## config.mk

```make
export PLATFORM = sky130hd
export DESIGN_NAME = mem_port_arbiter_flat
export DESIGN_NICKNAME = d
export VERILOG_FILES = /design/src/rtl/mem_port_arbiter_if.sv /design/src/rtl/mem_port_arbiter.sv /design/src/flat_wrapper.sv
export SDC_FILE = /design/constraint.sdc
export NUM_CORES = 1
export LEC_CHECK = 0
export BUFFER_PORTS_ARGS = -buffer_cell sky130_fd_sc_hd__buf_2
export CAP_MARGIN = 30
export CELL_PAD_IN_SITES_DETAIL_PLACEMENT = 0
export CELL_PAD_IN_SITES_GLOBAL_PLACEMENT = 1
export CORE_MARGIN = 3
export CORE_UTILIZATION = 36
export CTS_CLUSTER_DIAMETER = 100
export CTS_CLUSTER_SIZE = 28
export DETAILED_ROUTE_END_ITERATION = 7
export PLACE_DENSITY_LB_ADDON = 0.12
export SKIP_CTS_REPAIR_TIMING = 1
export SLEW_MARGIN = 5
export SYNTH_ARGS = -nofsm -noshare
export SYNTH_HDL_FRONTEND = slang
export SYNTH_SLANG_ARGS = --single-unit
```

## constraint.sdc

```tcl
create_clock -name clk_i -period 2 [get_ports clk_i]
set_input_delay 0.1 -clock clk_i [delete_from_list [all_inputs] [get_ports clk_i]]
set_output_delay 0.1 -clock clk_i [all_outputs]
set_load 0.005 [all_outputs]
```

## src/rtl/mem_port_arbiter_if.sv

```systemverilog
// rtl/mem_port_arbiter_if.sv - requester and memory-side signal bundle for mem_port_arbiter
interface mem_port_arbiter_if #(
    parameter int ADDR_WIDTH = 32
);
    logic [ADDR_WIDTH-1:0] i_addr;
    logic                  i_rstrb;
    logic [31:0]           i_rdata;
    logic                  i_done;

    logic [ADDR_WIDTH-1:0] d_addr;
    logic [31:0]           d_wdata;
    logic [3:0]            d_wmask;
    logic                  d_rstrb;
    logic [31:0]           d_rdata;
    logic                  d_done;

    logic [ADDR_WIDTH-1:0] mem_addr;
    logic [31:0]           mem_wdata;
    logic [3:0]            mem_wmask;
    logic                  mem_rstrb;
    logic [31:0]           mem_rdata;
    logic                  mem_done;

    // Arbiter side: serves the requesters, drives the memory controller.
    modport slave (
        input  i_addr, i_rstrb,
        output i_rdata, i_done,
        input  d_addr, d_wdata, d_wmask, d_rstrb,
        output d_rdata, d_done,
        output mem_addr, mem_wdata, mem_wmask, mem_rstrb,
        input  mem_rdata, mem_done
    );

    // Environment side: cache/core requesters plus memory controller.
    modport master (
        output i_addr, i_rstrb,
        input  i_rdata, i_done,
        output d_addr, d_wdata, d_wmask, d_rstrb,
        input  d_rdata, d_done,
        input  mem_addr, mem_wdata, mem_wmask, mem_rstrb,
        output mem_rdata, mem_done
    );
endinterface

```

## src/rtl/mem_port_arbiter.sv

```systemverilog
// rtl/mem_port_arbiter.sv - serialises I-cache fills and core data accesses onto one memory port
// Optional MEM_ARB_ROUND_ROBIN_EN: alternate grants on ties; otherwise the data port wins ties.
module mem_port_arbiter #(
    parameter int ADDR_WIDTH = 32
) (
    input  logic                 clk_i,
    input  logic                 rst_ni,
    mem_port_arbiter_if.slave    bus
);

    typedef enum logic [1:0] {
        IDLE    = 2'd0,
        BUSY    = 2'd1,
        RELEASE = 2'd2
    } state_t;

    state_t                state_q, state_d;
    logic [ADDR_WIDTH-1:0] addr_q, addr_d;
    logic [31:0]           wdata_q, wdata_d;
    logic [3:0]            wmask_q, wmask_d;
    logic                  rstrb_q, rstrb_d;
    logic [31:0]           i_rdata_q, i_rdata_d;
    logic [31:0]           d_rdata_q, d_rdata_d;
    logic                  i_done_q, i_done_d;
    logic                  d_done_q, d_done_d;
    logic                  grant_d_q, grant_d_d;

    logic req_i;
    logic req_d;
    logic tie_pick_d;
    logic pick_d;

    assign req_i = bus.i_rstrb;
    assign req_d = bus.d_rstrb | (|bus.d_wmask);

`ifdef MEM_ARB_ROUND_ROBIN_EN
    logic last_d_q, last_d_d;

    always_ff @(posedge clk_i or negedge rst_ni) begin
        if (!rst_ni) begin
            last_d_q <= 1'b0;
        end else begin
            last_d_q <= last_d_d;
        end
    end

    assign tie_pick_d = ~last_d_q;
`else
    assign tie_pick_d = 1'b1;
`endif

    assign pick_d = req_d & (~req_i | tie_pick_d);

    always_ff @(posedge clk_i or negedge rst_ni) begin
        if (!rst_ni) begin
            state_q   <= IDLE;
            addr_q    <= '0;
            wdata_q   <= '0;
            wmask_q   <= '0;
            rstrb_q   <= 1'b0;
            i_rdata_q <= '0;
            d_rdata_q <= '0;
            i_done_q  <= 1'b0;
            d_done_q  <= 1'b0;
            grant_d_q <= 1'b0;
        end else begin
            state_q   <= state_d;
            addr_q    <= addr_d;
            wdata_q   <= wdata_d;
            wmask_q   <= wmask_d;
            rstrb_q   <= rstrb_d;
            i_rdata_q <= i_rdata_d;
            d_rdata_q <= d_rdata_d;
            i_done_q  <= i_done_d;
            d_done_q  <= d_done_d;
            grant_d_q <= grant_d_d;
        end
    end

    always_comb begin
        state_d   = state_q;
        addr_d    = addr_q;
        wdata_d   = wdata_q;
        wmask_d   = wmask_q;
        rstrb_d   = rstrb_q;
        i_rdata_d = i_rdata_q;
        d_rdata_d = d_rdata_q;
        i_done_d  = 1'b0;
        d_done_d  = 1'b0;
        grant_d_d = grant_d_q;
`ifdef MEM_ARB_ROUND_ROBIN_EN
        last_d_d  = last_d_q;
`endif

        case (state_q)
            IDLE: begin
                if (req_i || req_d) begin
                    grant_d_d = pick_d;
`ifdef MEM_ARB_ROUND_ROBIN_EN
                    last_d_d  = pick_d;
`endif
                    if (pick_d) begin
                        addr_d  = bus.d_addr;
                        wdata_d = bus.d_wdata;
                        wmask_d = bus.d_wmask;
                        // A non-zero mask makes this a write; a simultaneous read strobe is dropped.
                        rstrb_d = (bus.d_wmask == 4'b0000);
                    end else begin
                        addr_d  = bus.i_addr;
                        wmask_d = 4'b0000;
                        rstrb_d = 1'b1;
                    end
                    state_d = BUSY;
                end
            end
            BUSY: begin
                if (bus.mem_done) begin
                    rstrb_d = 1'b0;
                    wmask_d = 4'b0000;
                    if (grant_d_q) begin
                        d_rdata_d = bus.mem_rdata;
                        d_done_d  = 1'b1;
                    end else begin
                        i_rdata_d = bus.mem_rdata;
                        i_done_d  = 1'b1;
                    end
                    state_d = RELEASE;
                end
            end
            RELEASE: begin
                state_d = IDLE;
            end
            default: begin
                state_d = IDLE;
            end
        endcase
    end

    assign bus.mem_addr  = addr_q;
    assign bus.mem_wdata = wdata_q;
    assign bus.mem_wmask = wmask_q;
    assign bus.mem_rstrb = rstrb_q;
    assign bus.i_rdata   = i_rdata_q;
    assign bus.i_done    = i_done_q;
    assign bus.d_rdata   = d_rdata_q;
    assign bus.d_done    = d_done_q;

endmodule
```

## src/flat_wrapper.sv

```systemverilog
// flat-port wrapper written by rule: the top's interface ports become plain ports
module mem_port_arbiter_flat 
#(
    parameter int ADDR_WIDTH = 32
)
  (clk_i, rst_ni, bus_i_addr, bus_i_rstrb, bus_i_rdata, bus_i_done, bus_d_addr, bus_d_wdata, bus_d_wmask, bus_d_rstrb, bus_d_rdata, bus_d_done, bus_mem_addr, bus_mem_wdata, bus_mem_wmask, bus_mem_rstrb, bus_mem_rdata, bus_mem_done);
  mem_port_arbiter_if #(.ADDR_WIDTH(ADDR_WIDTH)) bus_i ();
  input  logic clk_i;
  input  logic rst_ni;
  input wire logic [$bits(bus_i.i_addr)-1:0] bus_i_addr;
  input wire logic [$bits(bus_i.i_rstrb)-1:0] bus_i_rstrb;
  output wire logic [$bits(bus_i.i_rdata)-1:0] bus_i_rdata;
  output wire logic [$bits(bus_i.i_done)-1:0] bus_i_done;
  input wire logic [$bits(bus_i.d_addr)-1:0] bus_d_addr;
  input wire logic [$bits(bus_i.d_wdata)-1:0] bus_d_wdata;
  input wire logic [$bits(bus_i.d_wmask)-1:0] bus_d_wmask;
  input wire logic [$bits(bus_i.d_rstrb)-1:0] bus_d_rstrb;
  output wire logic [$bits(bus_i.d_rdata)-1:0] bus_d_rdata;
  output wire logic [$bits(bus_i.d_done)-1:0] bus_d_done;
  output wire logic [$bits(bus_i.mem_addr)-1:0] bus_mem_addr;
  output wire logic [$bits(bus_i.mem_wdata)-1:0] bus_mem_wdata;
  output wire logic [$bits(bus_i.mem_wmask)-1:0] bus_mem_wmask;
  output wire logic [$bits(bus_i.mem_rstrb)-1:0] bus_mem_rstrb;
  input wire logic [$bits(bus_i.mem_rdata)-1:0] bus_mem_rdata;
  input wire logic [$bits(bus_i.mem_done)-1:0] bus_mem_done;
  assign bus_i.i_addr = bus_i_addr;
  assign bus_i.i_rstrb = bus_i_rstrb;
  assign bus_i_rdata = bus_i.i_rdata;
  assign bus_i_done = bus_i.i_done;
  assign bus_i.d_addr = bus_d_addr;
  assign bus_i.d_wdata = bus_d_wdata;
  assign bus_i.d_wmask = bus_d_wmask;
  assign bus_i.d_rstrb = bus_d_rstrb;
  assign bus_d_rdata = bus_i.d_rdata;
  assign bus_d_done = bus_i.d_done;
  assign bus_mem_addr = bus_i.mem_addr;
  assign bus_mem_wdata = bus_i.mem_wdata;
  assign bus_mem_wmask = bus_i.mem_wmask;
  assign bus_mem_rstrb = bus_i.mem_rstrb;
  assign bus_i.mem_rdata = bus_mem_rdata;
  assign bus_i.mem_done = bus_mem_done;
  mem_port_arbiter #(.ADDR_WIDTH(ADDR_WIDTH)) u_core (.clk_i(clk_i), .rst_ni(rst_ni), .bus(bus_i));
endmodule
```

# After elaboration in Yosys (flattened, before gate mapping)
# Index checks and enable logic that the tools add are counted.
word_totals:
  register_bits: 138
  in_bits: 137
  output_inout_bits: 135
  wordCells: 44
op_classes:
  n_eq_ne: 3
  n_mux: 18
  n_bitwise: 2
  n_reduce_logical: 11
ops:
  columns: ["op", "count"]
  rows:
  - ["2-to-1 mux 32 bit", 1]
  - ["2-to-1 mux 4 bit", 3]
  - ["AND reduction 3 bit", 4]
  - ["2-to-1 mux 1 bit", 9]
  - ["one-hot mux 4 bit (2 select lines)", 1]
  - ["zero test 4 bit", 1]
  - ["2-to-1 mux 2 bit", 2]
  - ["one-hot mux 2 bit (2 select lines)", 1]
  - ["AND reduction 2 bit", 2]
  - ["OR reduction 4 bit", 1]
  - ["== test 2 x 1 -> 1 bit, second input constant", 1]
  - ["zero test 2 bit", 1]
  - ["inequality test 2 x 1 -> 1 bit, second input constant", 1]
  - ["inequality test 2 bit, second input constant", 1]
  - ["one-hot mux 1 bit (2 select lines)", 1]
  - ["nonzero test 2 bit", 1]
  - ["logical OR 1 bit", 1]
  - ["NOT 1 bit", 1]
  - ["OR 1 bit", 1]

# Logic depth before layout (Yosys ltp)
depth:
  ltp_word: 5
  mapped_depth: 6
  depth_no_buf: 4

# Least setup slack after synthesis
# No wires, ideal clock.
synth_timing:
  path_kind: "register -> register"
  from: "register u_core.state_q[1]"
  to: "register u_core.i_rdata_q[10], in the netlist u_core.bus.i_rdata[10]"
  setup_ns: 0.125
  t_arrival_ns: 1.637
  t_required_ns: 1.875
  path_slack_ns: 0.239
  path_stages_with_launch: 5
  n_path_buf: 1
  period_less_slack_ns: 1.761
  path_cell_list: "dfrtp_1 nand3b_1 nor2_1 clkbuf_1 mux2_2"
synth_via:
  elab_chain_cells: 2
synth_rtl:
  columns: ["item", "line_no", "text"]
  rows:
  - ["from (decl)", "mem_port_arbiter.sv:17", "state_t state_q, state_d;"]
  - ["from (signal assigned)", "mem_port_arbiter.sv:67", "state_q <= state_d;"]
  - ["== test 2 x 1 -> 1 bit", "mem_port_arbiter.sv:95", "case (state_q)"]
  - ["AND reduction 3 bit (no line)", null, null]
  - ["to (signal assigned)", "mem_port_arbiter.sv:72", "i_rdata_q <= i_rdata_d;"]
  - ["to (decl)", "mem_port_arbiter.sv:22", "logic [31:0] i_rdata_q, i_rdata_d;"]
# Every way passes these cells.
# A chain may end at the register's enable or synchronous reset.

# Worst setup path after layout
layout_timing:
  from: "input port bus_d_wmask[2]"
  to: "register u_core.addr_q[26], in the netlist u_core.bus.mem_addr[26]"
layout_via:
  elab_chain_cells: 4
  word_cells_on_any_way: 5
  classes_between: "mux: 1; bitwise: 1; reduce/logical: 3"
layout_rtl:
  columns: ["item", "line_no", "text"]
  rows:
  - ["from (decl)", "flat_wrapper.sv:16", "input wire logic [$bits(bus_i.d_wmask)-1:0] bus_d_wmask;"]
  - ["OR reduction 4 bit (*)", "mem_port_arbiter.sv:34", "assign req_d = bus.d_rstrb | (|bus.d_wmask);"]
  - ["OR 1 bit (*)", "mem_port_arbiter.sv:34", null]
  - ["logical OR 1 bit", "mem_port_arbiter.sv:97", "if (req_i || req_d) begin"]
  - ["AND reduction 2 bit (no line)", null, null]
  - ["to (signal assigned)", "mem_port_arbiter.sv:68", "addr_q <= addr_d;"]
  - ["to (decl)", "mem_port_arbiter.sv:18", "logic [ADDR_WIDTH-1:0] addr_q, addr_d;"]
# Every way passes the cells marked *; elsewhere a longest branch is shown, timed or not.

==> impl_results.md <==
* Met2 routed WL at 8644 µm
* Synthesized net count at between 500 and 600
* Final Util at 60.54%
* Fin. Hold Viols at 3
* Worst endpoint required time at 2.35 ns
* Worst Setup End Kind: flip-flop
* # IOs at 272
* Final worst path period share at 97.30%
* Starting DRT DRC Count at 144
* Final #Nets at between 900 and 1k
* Pleak at 4.425 nW
* HPWL Detailed at 11470 µm
* First-pass GRT wire length at 25230 µm
* Initial antenna violation count at 1
* Clock latency on the worst-skew pair at 0.41 ns
* Die Span X at between 100 and 150 µm
* Deepest level of the CTS H-tree at 4
* Final min period at 1.946 ns
* CTS Buf Count at 17
* Antenna-violating nets left at 0
* Starting Density at 37.51%
* DRC errors left at 0
* Rel. slew slack at about three quarters
* Max_cap viols at 0
* Post-synth cell types at 22
* Hold crit path type: in2reg
* Gr usage total at 18.10%
* Worst clock skew at 0.003119 ns
* Cell Area, Placed at ~7500 µm²
* Avg WL per Cell at 16.45 µm
* Yosys warns at 0
* Post-route worst setup slack at 0.05409 ns
* Commonest non-fill, non-tap cell in the layout: buf_2
* TritonCTS clock tree: yes
* Dpl ws at 0.1601 ns
* Post-Route WL at 17260 µm
* Die ar. at 17690 µm²
* Type of origin of the critical path: input pin
* Vias in the first global route at between 4k and 5k
* CTS Buffer Depth at 2
* Avg Synthesized Cell Area at 13.73 µm²
* Met1 wire length at 7000 µm
* Status: finished, violations left
* # clock sinks at 138
* Peak supply drop at 0.0007312 V
* GRT Residual Overflow at 0
* Max-slew violation count at 0
* Final instance area at 9374 µm²
* Failing checks: negative hold slack
* Seq/Total Area, Yosys at between 50% and 60%
* Worst Max-Slew Pin Slew at ~0.37 ns
* Pwr/cell area at between 1000 and 1500 nW/µm²
* Netlist Area Pre-Place at 5808 µm²
* Max layer used: met4
* WL met3 at between 1000 and 1500 µm
* Setup_tns at 0 ns
* Total number of vias at 4915
* Die H at 133.0 µm
* Gpl congestion at 0.7573
* Root buffer cell: clkbuf_16
* Area Growth Syn to Fin at 61.40%
* First-pass DRT Iterations at 4
* Final Hold Slack at -0.02537 ns
* Largest net degree at the start of global routing at 60
* Post-Syn Instances at 423
* Worst EP arrival at 2.29 ns
* Core area at 15480 µm²
* Commonest non-fill, non-tap cells in the layout: buf_2, dfrtp_1, dlygate4sd3_1, mux2_2, nand2_1
* Seq cells post-synth at 138
* # port buffers at about 270
* Crit path max fanout at 32
* Crit Path Class: in2reg
* Clk slew on worst S/H paths at 0.06 ns
* Max Fclk at between 500 and 600 MHz
* Count of final setup violators at 0
* Vias/cell at 4.685
* Core Rows at 45
* Ratio of cells with drive above 1 in the final layout at 53.64%
-- registers in the layout (all words and copies together) (netlist names) --
signal                flops
u_core.bus.mem_addr      32
u_core.bus.i_done         1
u_core.bus.i_rdata       32
u_core.state_q            2
u_core.bus.d_done         1
u_core.bus.mem_rstrb      1
u_core.grant_d_q          1
u_core.bus.mem_wmask      4
u_core.bus.d_rdata       32
u_core.bus.mem_wdata     32
-- synthesized netlist by cell type, drive strengths merged --
cell type | count | area, µm²
o221ai | 32 | 468.0
a211oi | 1 | 7.510
dfrtp | 138 | 3453
mux2 | 96 | 1081
a21bo | 1 | 10.01
or4 | 1 | 11.26
nor2 | 2 | 7.510
or3b | 1 | 8.760
o21ai | 6 | 33.78
o211ai | 32 | 240.2
nand3b | 1 | 7.510
nand2 | 43 | 161.4
inv | 34 | 127.6
a22oi | 1 | 7.510
nor4 | 1 | 6.260
clkbuf | 16 | 60.06
buf | 16 | 107.6
o31a | 1 | 8.760
-- metrics by stage --
| step | std cells | total power (W) |
|---|---|---|
| after floorplan | 423 | 0.006348 |
| after global placement | 886 | 0.008139 |
| after detailed placement | 886 | 0.008240 |
| after CTS | 918 | 0.01147 |
| after global routing | 1049 | 0.01235 |
| final | 1049 | 0.01159 |
-- critical path: stages --
cell and delay [ns]:
buf_2 0.10, or4_4 0.60, or3b_2 0.53, buf_12 0.21, o221ai_2 0.17, dlygate4sd3_1 0.57
-- report_power, final --
part	internal (W)	switching, W	total, W
clock	0.00195	0.00121	0.00316
combinational	0.00223	0.00164	0.00388
sequential	0.00397	0.000585	0.00455
total	0.00815	0.00344	0.0116
-- routing by layer --
| layer | GRT usage, % | vias up |
|---|---|---|
| met5 | 0 | - |
| met4 | 6.005 | 0 |
| met3 | 6.920 | 28 |
| met2 | 29.40 | 185 |
| met1 | 22.22 | 2377 |
| li1 | - | 2325 |
-- kinds of logic after synthesis --
logic type | after synthesis | synth area share [%]
AO/OA/AOI/OAI | 74 | 13.36
buffers and inverters | 66 | 5.084
flip-flops | 138 | 59.46
multiplexers | 96 | 18.61
AND/OR/NAND/NOR | 49 | 3.490
-- final timing paths --
path                                                          from                                  end  slack, ns  cells after the start
worst max-delay path                                bus_d_wmask[2]  u_core.bus.mem_addr[26]$_DFFE_PN0P_       0.05                      6
min in group asynchronous                                   rst_ni  u_core.bus.mem_addr[18]$_DFFE_PN0P_       0.12                      2
worst max register to register       u_core.state_q[0]$_DFFE_PN0P_  u_core.bus.mem_addr[12]$_DFFE_PN0P_       0.08                      5
max in group asynchronous                                   rst_ni    u_core.bus.d_rdata[0]$_DFFE_PN0P_       1.22                      3
worst min-delay path                                bus_d_addr[11]  u_core.bus.mem_addr[11]$_DFFE_PN0P_      -0.03                      3
worst min register to register  u_core.bus.d_rdata[19]$_DFFE_PN0P_   u_core.bus.d_rdata[19]$_DFFE_PN0P_       0.50                      1
-- final cells by class --
class                           instances  area (µm²)
Timing Repair Buffer                  414        2836
Clock inverter                         12       140.1
Clock buffer                           20       466.7
Antenna cell                            1       2.502
Tap cell                              211       264.0
Fill cell                            1273        6110
Inverter                               34       127.6
Sequential cell                       138        3453
Multi-Input combinational cell        219        2083
Note: power is estimated with default switching activity, not from simulation.
